<file path="config.mk">
export PLATFORM = sky130hd
export DESIGN_NAME = ov7670_capture_sequencer
export DESIGN_NICKNAME = d
export VERILOG_FILES = /design/src/rtl/ov7670_pkg.sv /design/src/rtl/ov7670_edge_detect.sv /design/src/rtl/ov7670_capture_sequencer.sv
export SDC_FILE = /design/constraint.sdc
export NUM_CORES = 1
export LEC_CHECK = 0
export CORE_ASPECT_RATIO = 1.2
export CORE_MARGIN = 10
export CORE_UTILIZATION = 42
export CTS_BUF_LIST = sky130_fd_sc_hd__clkbuf_8
export DETAILED_ROUTE_END_ITERATION = 10
export PLACE_DENSITY = 0.68
export SYNTH_ARGS = -nofsm -noshare
export SYNTH_HDL_FRONTEND = slang
export SYNTH_SLANG_ARGS = --single-unit
</file>
<file path="constraint.sdc">
create_clock -name pclk -period 3.7 [get_ports pclk]
set_input_delay 0.37 -clock pclk [delete_from_list [all_inputs] [get_ports pclk]]
set_output_delay 0.37 -clock pclk [all_outputs]
set_load 0.005 [all_outputs]
</file>
<file path="src/rtl/ov7670_pkg.sv">
// ov7670_pkg -- shared definitions for the OV7670 capture path.
// Holds the capture sequencer state encoding, the default QVGA geometry
// and the RGB565 pixel width. No ports.

package ov7670_pkg;

    localparam int QVGA_WIDTH  = 320;
    localparam int QVGA_HEIGHT = 240;
    localparam int QVGA_PIXELS = QVGA_WIDTH * QVGA_HEIGHT;  // 76800
    localparam int PIXEL_W     = 16;                        // RGB565

    typedef enum logic [1:0] {
        SEQ_IDLE,
        SEQ_ARM,
        SEQ_CAPTURE,
        SEQ_DONE
    } seq_state_t;

endpackage

</file>
<file path="src/rtl/ov7670_edge_detect.sv">
// ov7670_edge_detect -- single-cycle rising-edge detector.
// Ports:
//   pclk   in   clock
//   rst_n  in   asynchronous active-low reset (delayed copy resets to 0)
//   sig    in   level to watch
//   rise   out  sig & ~sig_delayed, combinational from the registered copy

module ov7670_edge_detect (
    input  logic pclk,
    input  logic rst_n,
    input  logic sig,
    output logic rise
);

    logic sig_q;

    // NOTE: clocked state is written with non-blocking assignments so every
    // register samples its inputs as they were before the edge.
    always_ff @(posedge pclk or negedge rst_n) begin
        if (!rst_n) begin
            sig_q <= 1'b0;
        end else begin
            sig_q <= sig;
        end
    end

    assign rise = sig & ~sig_q;

endmodule

</file>
<file path="src/rtl/ov7670_capture_sequencer.sv">
// ov7670_capture_sequencer -- arms on a trigger rising edge, discards
// SKIP_FRAMES settling frames, writes one whole frame into the frame buffer
// and reports done, timeout or overflow.
// Ports:
//   pclk, rst_n          clock, asynchronous active-low reset
//   trigger              capture request, acted on at its rising edge in IDLE
//   abort                synchronous return to IDLE, highest priority
//   pixel_data/valid     RGB565 pixel stream from the capture core
//   frame_done           vsync level; its rising edge is a frame boundary
//   wr_en/addr/data      frame-buffer write port, one cycle after the pixel
//   busy                 registered ARM|CAPTURE decode
//   capture_done         one-cycle pulse on frame completion
//   timeout_err          one-cycle pulse when no boundary arrives in time
//   overflow_err         sticky: captured frame had more than FRAME_PIXELS
//   pixel_count          pixels written by the last completed capture
//   short_err            (only with SEQ_SHORT_FRAME_CHECK_EN) last capture
//                        ended with fewer than FRAME_PIXELS pixels
// Build option: define SEQ_SHORT_FRAME_CHECK_EN to add short_err.

module ov7670_capture_sequencer
    import ov7670_pkg::*;
#(
    parameter int FRAME_PIXELS   = QVGA_PIXELS,
    parameter int ADDR_W         = 17,
    parameter int SKIP_FRAMES    = 2,
    parameter int TIMEOUT_CYCLES = 2000000
) (
    input  logic               pclk,
    input  logic               rst_n,
    input  logic               trigger,
    input  logic               abort,
    input  logic [PIXEL_W-1:0] pixel_data,
    input  logic               pixel_valid,
    input  logic               frame_done,
    output logic               wr_en,
    output logic [ADDR_W-1:0]  wr_addr,
    output logic [PIXEL_W-1:0] wr_data,
    output logic               busy,
    output logic               capture_done,
    output logic               timeout_err,
    output logic               overflow_err,
    output logic [ADDR_W:0]    pixel_count
`ifdef SEQ_SHORT_FRAME_CHECK_EN
    , output logic             short_err
`endif
);

    localparam int CNT_W  = ADDR_W + 1;
    localparam int TMO_W  = (TIMEOUT_CYCLES > 1) ? $clog2(TIMEOUT_CYCLES) : 1;
    localparam int SKIP_W = (SKIP_FRAMES > 0) ? $clog2(SKIP_FRAMES + 1) : 1;

    localparam logic [CNT_W-1:0]  FRAME_LIMIT = CNT_W'(FRAME_PIXELS);
    localparam logic [TMO_W-1:0]  TMO_MAX     = TMO_W'(TIMEOUT_CYCLES - 1);
    localparam logic [SKIP_W-1:0] SKIP_MAX    = SKIP_W'(SKIP_FRAMES);

    logic trig_rise, frame_start;

    ov7670_edge_detect u_trig_edge (
        .pclk  (pclk),
        .rst_n (rst_n),
        .sig   (trigger),
        .rise  (trig_rise)
    );

    ov7670_edge_detect u_frame_edge (
        .pclk  (pclk),
        .rst_n (rst_n),
        .sig   (frame_done),
        .rise  (frame_start)
    );

    seq_state_t         state, state_nxt;
    logic [SKIP_W-1:0]  skip_cnt, skip_nxt;
    logic [TMO_W-1:0]   tmo_cnt, tmo_nxt;
    logic [CNT_W-1:0]   addr, addr_nxt;
    logic               wr_en_nxt, busy_nxt, done_nxt, timeout_nxt, overflow_nxt;
    logic [ADDR_W-1:0]  wr_addr_nxt;
    logic [PIXEL_W-1:0] wr_data_nxt;
    logic [ADDR_W:0]    pixel_count_nxt;
    logic               tmo_fire;
`ifdef SEQ_SHORT_FRAME_CHECK_EN
    logic               short_nxt;
`endif

    always_comb begin
        // NOTE: every next-value gets a default before any branch, so no path
        // leaves one unassigned and no latch is inferred.
        state_nxt       = state;
        skip_nxt        = skip_cnt;
        tmo_nxt         = tmo_cnt;
        addr_nxt        = addr;
        wr_en_nxt       = 1'b0;
        wr_addr_nxt     = wr_addr;
        wr_data_nxt     = wr_data;
        done_nxt        = 1'b0;
        timeout_nxt     = 1'b0;
        overflow_nxt    = overflow_err;
        pixel_count_nxt = pixel_count;
`ifdef SEQ_SHORT_FRAME_CHECK_EN
        short_nxt       = short_err;
`endif
        // A boundary arriving on the last allowed cycle still counts as on time.
        tmo_fire = (tmo_cnt == TMO_MAX) && !frame_start;

        if (abort) begin
            state_nxt = SEQ_IDLE;
            skip_nxt  = '0;
            tmo_nxt   = '0;
            addr_nxt  = '0;
        end else begin
            case (state)
                SEQ_IDLE: begin
                    if (trig_rise) begin
                        overflow_nxt = 1'b0;
                        skip_nxt     = '0;
                        tmo_nxt      = '0;
                        addr_nxt     = '0;
`ifdef SEQ_SHORT_FRAME_CHECK_EN
                        short_nxt    = 1'b0;
`endif
                        state_nxt    = SEQ_ARM;
                    end
                end
                SEQ_ARM: begin
                    if (frame_start) begin
                        tmo_nxt = '0;
                        if (skip_cnt == SKIP_MAX) begin
                            addr_nxt  = '0;
                            state_nxt = SEQ_CAPTURE;
                        end else begin
                            skip_nxt = skip_cnt + SKIP_W'(1);
                        end
                    end else if (tmo_fire) begin
                        timeout_nxt = 1'b1;
                        tmo_nxt     = '0;
                        state_nxt   = SEQ_IDLE;
                    end else begin
                        tmo_nxt = tmo_cnt + TMO_W'(1);
                    end
                end
                SEQ_CAPTURE: begin
                    // Pixel is handled before the boundary so a coincident
                    // pixel is written and included in pixel_count.
                    if (pixel_valid && !tmo_fire) begin
                        if (addr < FRAME_LIMIT) begin
                            wr_en_nxt   = 1'b1;
                            wr_addr_nxt = addr[ADDR_W-1:0];
                            wr_data_nxt = pixel_data;
                            addr_nxt    = addr + CNT_W'(1);
                        end else begin
                            overflow_nxt = 1'b1;
                        end
                    end
                    if (frame_start) begin
                        tmo_nxt         = '0;
                        pixel_count_nxt = addr_nxt;
                        done_nxt        = 1'b1;
`ifdef SEQ_SHORT_FRAME_CHECK_EN
                        short_nxt       = (addr_nxt < FRAME_LIMIT);
`endif
                        state_nxt       = SEQ_DONE;
                    end else if (tmo_fire) begin
                        timeout_nxt = 1'b1;
                        tmo_nxt     = '0;
                        state_nxt   = SEQ_IDLE;
                    end else begin
                        tmo_nxt = tmo_cnt + TMO_W'(1);
                    end
                end
                SEQ_DONE: state_nxt = SEQ_IDLE;
                default:  state_nxt = SEQ_IDLE;
            endcase
        end

        busy_nxt = (state_nxt == SEQ_ARM) || (state_nxt == SEQ_CAPTURE);
    end

    always_ff @(posedge pclk or negedge rst_n) begin
        if (!rst_n) begin
            state        <= SEQ_IDLE;
            skip_cnt     <= '0;
            tmo_cnt      <= '0;
            addr         <= '0;
            wr_en        <= 1'b0;
            wr_addr      <= '0;
            wr_data      <= '0;
            busy         <= 1'b0;
            capture_done <= 1'b0;
            timeout_err  <= 1'b0;
            overflow_err <= 1'b0;
            pixel_count  <= '0;
`ifdef SEQ_SHORT_FRAME_CHECK_EN
            short_err    <= 1'b0;
`endif
        end else begin
            state        <= state_nxt;
            skip_cnt     <= skip_nxt;
            tmo_cnt      <= tmo_nxt;
            addr         <= addr_nxt;
            wr_en        <= wr_en_nxt;
            wr_addr      <= wr_addr_nxt;
            wr_data      <= wr_data_nxt;
            busy         <= busy_nxt;
            capture_done <= done_nxt;
            timeout_err  <= timeout_nxt;
            overflow_err <= overflow_nxt;
            pixel_count  <= pixel_count_nxt;
`ifdef SEQ_SHORT_FRAME_CHECK_EN
            short_err    <= short_nxt;
`endif
        end
    end

endmodule

</file>
=== Yosys cells after proc, flatten, opt, wreduce, memory -nomap -nowiden ===
Cells that the tools add are included.

* Flip-flop bits (word level): 101
* Bits of input ports: 22
* Output and inout bits: 56
* Logic and storage cells: 93

* $add $sub $neg: 3
* Order comparisons: 1
* Eq/ne operators: 14
* Mux-type cells: 39
* Bitwise operators: 5
* Reductions and logical operators: 17

{| class="wikitable"
|+ Operators by type and width
! kind !! count
|-
| $mux W18 || 6
|-
| $mux W21 || 4
|-
| $pmux W18 S3 || 1
|-
| $pmux W21 S2 || 1
|-
| $add A21 B1 Y21 const B || 1
|-
| $eq A21 B21 Y1 const B || 1
|-
| $mux W2 || 10
|-
| $add A18 B1 Y18 const B || 1
|-
| $lt A18 B17 Y1 const B || 1
|-
| $mux W1 || 14
|-
| $ne A3 B3 Y1 const B || 4
|-
| $reduce_and A4 Y1 || 3
|-
| $eq A2 B2 Y1 const B || 4
|-
| $pmux W2 S4 || 1
|-
| $ne A2 B2 Y1 const B || 3
|-
| $reduce_bool A3 Y1 || 2
|-
| $reduce_and A5 Y1 || 1
|-
| $eq A2 B1 Y1 const B || 2
|-
| $pmux W2 S2 || 1
|-
| $reduce_bool A4 Y1 || 1
|-
| $not A1 Y1 || 3
|-
| $reduce_and A3 Y1 || 1
|-
| $add A2 B1 Y2 const B || 1
|-
| $and A1 B1 Y1 || 2
|-
| 8 further kinds || 10
|}

=== Logic depth before layout (Yosys ltp) ===
* Depth after elaboration: 10
* Mapped depth: 9
* Mapped depth without buffers: 7

=== Hierarchy ===
A second synthesis with hierarchy kept.

* Cell total of the unflattened synthesis: 481
* Area, all modules: 5147.4 µm²

{| class="wikitable"
|+ Modules (own cells, without submodules)
! module !! instances !! cells an instance !! area each (µm²) !! seq. area each (µm²)
|-
| ov7670_capture_sequencer || 1 || 477 || 5069.9 || 2477.4
|-
| ov7670_edge_detect || 2 || 2 || 38.8 || 25.0
|}

=== Worst setup path before layout ===
Ideal clock, no wire load.

* Kind: reg2reg
* Start point: register addr[11]
* End point: register wr_addr[2]
* Setup time: 0.128 ns
* Arrival: 2.056 ns
* Data required time: 3.572 ns
* Path slack: 1.517 ns
* Stages on the path, launching flop included: 8
* Buffers on the path: 2
* Clock period less this slack: 2.183 ns
* Cell sequence: dfrtp_1 > buf_6 > a21o_1 > a311oi_4 > o211ai_4 > nor2_4 > buf_4 > mux2_1

* Longest elaborated chain between the ends: 2

{| class="wikitable"
|+ RTL lines
! item !! RTL line !! RTL
|-
| from (decl) || ov7670_capture_sequencer.sv:75 || <nowiki>logic [CNT_W-1:0] addr, addr_nxt;</nowiki>
|-
| from (signal assigned) || ov7670_capture_sequencer.sv:199 || <nowiki>addr <= addr_nxt;</nowiki>
|-
| $lt A18 B17 Y1 || ov7670_capture_sequencer.sv:145 || <nowiki>if (addr < FRAME_LIMIT) begin</nowiki>
|-
| $reduce_and A4 Y1 (no line) || -- ||
|-
| to (signal assigned) || ov7670_capture_sequencer.sv:201 || <nowiki>wr_addr <= wr_addr_nxt;</nowiki>
|-
| to (decl) || ov7670_capture_sequencer.sv:36 || <nowiki>output logic [ADDR_W-1:0] wr_addr,</nowiki>
|}

Every way passes these cells.
A chain may end at the register's enable or synchronous reset.

=== Worst setup path after layout ===
* Start point: register tmo_cnt[0]
* End point: register wr_data[14]

* Longest elaborated chain between the ends: 5

{| class="wikitable"
|+ RTL lines
! item !! RTL line !! RTL
|-
| from (decl) || ov7670_capture_sequencer.sv:74 || <nowiki>logic [TMO_W-1:0] tmo_cnt, tmo_nxt;</nowiki>
|-
| from (signal assigned) || ov7670_capture_sequencer.sv:198 || <nowiki>tmo_cnt <= tmo_nxt;</nowiki>
|-
| $eq A21 B21 Y1 || ov7670_capture_sequencer.sv:103 || <nowiki>tmo_fire = (tmo_cnt == TMO_MAX) && !frame_start;</nowiki>
|-
| $logic_and A1 B1 Y1 || ov7670_capture_sequencer.sv:103 ||
|-
| $logic_not A1 Y1 || ov7670_capture_sequencer.sv:144 || <nowiki>if (pixel_valid && !tmo_fire) begin</nowiki>
|-
| $logic_and A1 B1 Y1 || ov7670_capture_sequencer.sv:144 ||
|-
| $reduce_and A4 Y1 (no line) || -- ||
|-
| to (signal assigned) || ov7670_capture_sequencer.sv:202 || <nowiki>wr_data <= wr_data_nxt;</nowiki>
|-
| to (decl) || ov7670_capture_sequencer.sv:37 || <nowiki>output logic [PIXEL_W-1:0] wr_data,</nowiki>
|}

Every way passes these cells.

==> impl_metrics.json <==
{
  "status": "finished, final reports clean",
  "setup_viol": 0,
  "dieHeight_um": 141,
  "fmax_ghz": 0.355,
  "postCtsSetupBuffers": 0,
  "maxSlewHeadroom_pct": 46.9,
  "dp_hpwl_mm": 9.15,
  "p_sw_share_pct": 22.6,
  "drt_iter0_markers": 261,
  "vias": 4178,
  "grt_max_degree": 43,
  "cts_made_buffers": 9,
  "hold_viol": 0,
  "p_switching_mw": 0.495,
  "initial_core_util_pct": 42.7,
  "synthToLayoutAreaGrowth_pct": 22.1,
  "n_antenna_cell": 0,
  "synth_cell_types": 62,
  "rows": 44,
  "synth_enable_flop_cells": 0,
  "synth_top_cells_by_area": "dfrtp_1 49%, mux2_1 6.3%, nand3_1 3.4%",
  "cts_tree": "yes",
  "rr_endpoint": "wr_data[14]",
  "fin_ws_ns": 0.880,
  "netlist_instances": 500,
  "drcViolationCount": 0,
  "grt_pass1_wl_mm": 21.5,
  "p_comb_share_pct": 7.8,
  "worstSetupEndpointType": "register",
  "r2r_start": "tmo_cnt[0]",
  "worst_pin_slew_ns": 0.797,
  "fin_nets": 592,
  "routed_wl_mm": 12.8,
  "synth_area_leader_cell": "dfrtp_1",
  "maxSlewViolCount": 0,
  "period_share_pct": 76.2,
  "path_clk_slew_ns": 0.09,
  "rr_worst_depth": 7,
  "dieArea_um2": 17100,
  "slowest_stage": "and3_1",
  "rsz0062_at_grt": "no",
  "power.internal_mw": 1.69,
  "core_um2": 12100,
  "required_ns": 3.96,
  "r2r_slack_ns": 0.88,
  "start_kind": "register",
  "synth_area_per_cell_um2": 10.3,
  "detail_route.wl_per_cell_um": 17.5,
  "hp-class": "input port to async pin",
  "io_buffers": 77,
  "io_pins": 78,
  "seqPwrFrac_pct": 51.1,
  "clkPwrFrac_pct": 41.0,
  "ys.flop_type": "dfrtp_1",
  "cp_cell_sequence": "ha_1 > and3_1 > nand4_2 > o211ai_4 > nor2_4 > buf_4 > mux2_1",
  "drive_above_1_share_pct": 7.38,
  "ys_seq_area_share_pct": 49.0,
  "path_buf_inv": 1,
  "finalSetupTns_ns": 0,
  "path_delay_family": "simple AND/OR/NAND/NOR gates",
  "maxCapViolCount": 0,
  "insertion_delay_ns": 0.37,
  "synth-seq-cells": 101,
  "htree_levels": 3,
  "grt_pass1_vias": 4168,
  "yosysWarnings": 0,
  "vias_per_cell": 5.72,
  "die_width_um": 121,
  "cts_buffer_depth": 2,
  "max_stage_delay_ns": 0.48,
  "p_per_area_nw_per_um2": 347,
  "antenna_found_initial": 0,
  "gp_congestion": 0.909,
  "numClockSinks": 101,
  "clock_skew_ns": 0.00822,
  "grt_use_total_pct": 15.1,
  "syn_nets": 528,
  "fillCellCount": 1061,
  "netlist_top_cells_count": "101 x dfrtp_1, 43 x nand2_1, 35 x nand3_1",
  "root_buffer": "clkbuf_8",
  "grt_overflow": 0,
  "dr.pass1.iters": 5,
  "synth.most_common_cell": "dfrtp_1",
  "ir_drop_mv": 0.192,
  "critical_path_class": "register to register",
  "hold_ws_ns": 0.470,
  "synth_top_area_share_pct": 49.0,
  "final_core_util_pct": 52.2,
  "path_max_fanout": 20,
  "postCtsResizedCells": 0,
  "fin_crit_ns": 2.82,
  "ys_async_sr_fraction_pct": 100,
  "pre_cts_ws_ns": 0.771,
  "syn_area_um2": 5150,
  "cts_hold_buffers": 1,
  "power.leakage_nw": 2.67,
  "totalPowerFinal_mw": 2.19,
  "ant_nets": 0,
  "arrival_ns": 3.08
}
[power by group through the flow]
stage                     sequential [mW]  clock, mW  combinational [mW]
after detailed placement             1.14          0               0.171
after CTS                            1.12      0.917               0.173
final                                1.12      0.897               0.171
after floorplan                      1.14          0              0.0916
after global placement               1.14          0               0.167
after global routing                 1.12      0.959               0.191
[cell families after synthesis]
family,Yosys count,synth area share (%)
xor gates and xnor gates,14,2.38
AOI/OAI and AO/OA,101,14.4
adders and majority gates,6,1.46
and+or+nand+nor,191,20.3
buffers and inverters,50,4.37
muxes,37,7.99
DFF,101,49.0
[metrics by stage]
step	cells	cell area, µm²
2_1_floorplan	500	5150
3_3_place_gp	713	6020
3_5_place_dp	713	6020
4_1_cts	730	6290
5_1_grt	730	6290
6_report	730	6290
[per-layer routing]
layer / global-route usage [%] / share of wire, % / vias to the layer above
met5: 0 / 0 / -
met4: 5.09 / 1.3 / 0
met3: 3.14 / 5.4 / 16
met2: 25.1 / 50 / 100
met1: 19.1 / 43 / 2072
li1: - / - / 1990
[sequential cells by signal, summed over array words and instances (netlist names)]
signal	flops
skip_cnt	2
wr_data	16
wr_en	1
pixel_count	18
busy	1
state	2
overflow_err	1
u_trig_edge.sig_q	1
tmo_cnt	21
capture_done	1
u_frame_edge.sig_q	1
timeout_err	1
wr_addr	17
addr	18
[cell type report]
class / count / area, µm² / share of cell area, %
Multi-Input combinational cell: 349 / 2400 / 38.1
Inverter: 17 / 63.8 / 1.01
Sequential cell: 101 / 2530 / 40.2
Clock buffer: 9 / 124 / 1.97
Timing Repair Buffer: 86 / 838 / 13.3
Tap cell: 161 / 201 / 3.20
Clock inverter: 7 / 139 / 2.21
[layout by cell type (no fill, tap or decap), types with 3 or more instances in the layout]
| master | instances |
|---|---|
| dfrtp_1 | 101 |
| clkdlybuf4s50_1 | 76 |
| nand2_1 | 43 |
| nand3_1 | 35 |
| nor2_1 | 29 |
| mux2_1 | 29 |
| nand4_1 | 22 |
| inv_1 | 18 |
| a31oi_1 | 18 |
| o21ai_0 | 14 |
| o211ai_1 | 13 |
| xor2_1 | 12 |
| nand2b_1 | 9 |
| a21oi_1 | 9 |
| clkbuf_8 | 9 |
| buf_4 | 9 |
| or4_1 | 7 |
| o22ai_1 | 7 |
| nor3_1 | 6 |
| or4b_1 | 6 |
| a41oi_1 | 6 |
| ha_1 | 6 |
| and2_1 | 5 |
| and3_1 | 5 |
| o31ai_1 | 5 |
| nor2b_1 | 4 |
| o21a_1 | 4 |
| or3_1 | 4 |
| and4_1 | 4 |
| mux2i_1 | 4 |
| mux2_2 | 4 |
| bufinv_16 | 4 |
| a21o_1 | 3 |
| o311ai_0 | 3 |
[worst max-delay path by stage]
| stage | startpoint | end | cells past startpoint |
|---|---|---|---|
| 6_report | tmo_cnt[0] | wr_data[14] | 7 |
| 5_1_grt | tmo_cnt[0] | wr_data[10] | 7 |
| 4_1_cts | addr[10] | wr_data[10] | 6 |
| 3_5_place_dp | frame_done | tmo_cnt[10] | 6 |
| 3_3_place_gp | frame_done | tmo_cnt[19] | 6 |
| 2_1_floorplan | addr[11] | wr_addr[2] | 7 |
(Power assumes the default switching activity.)
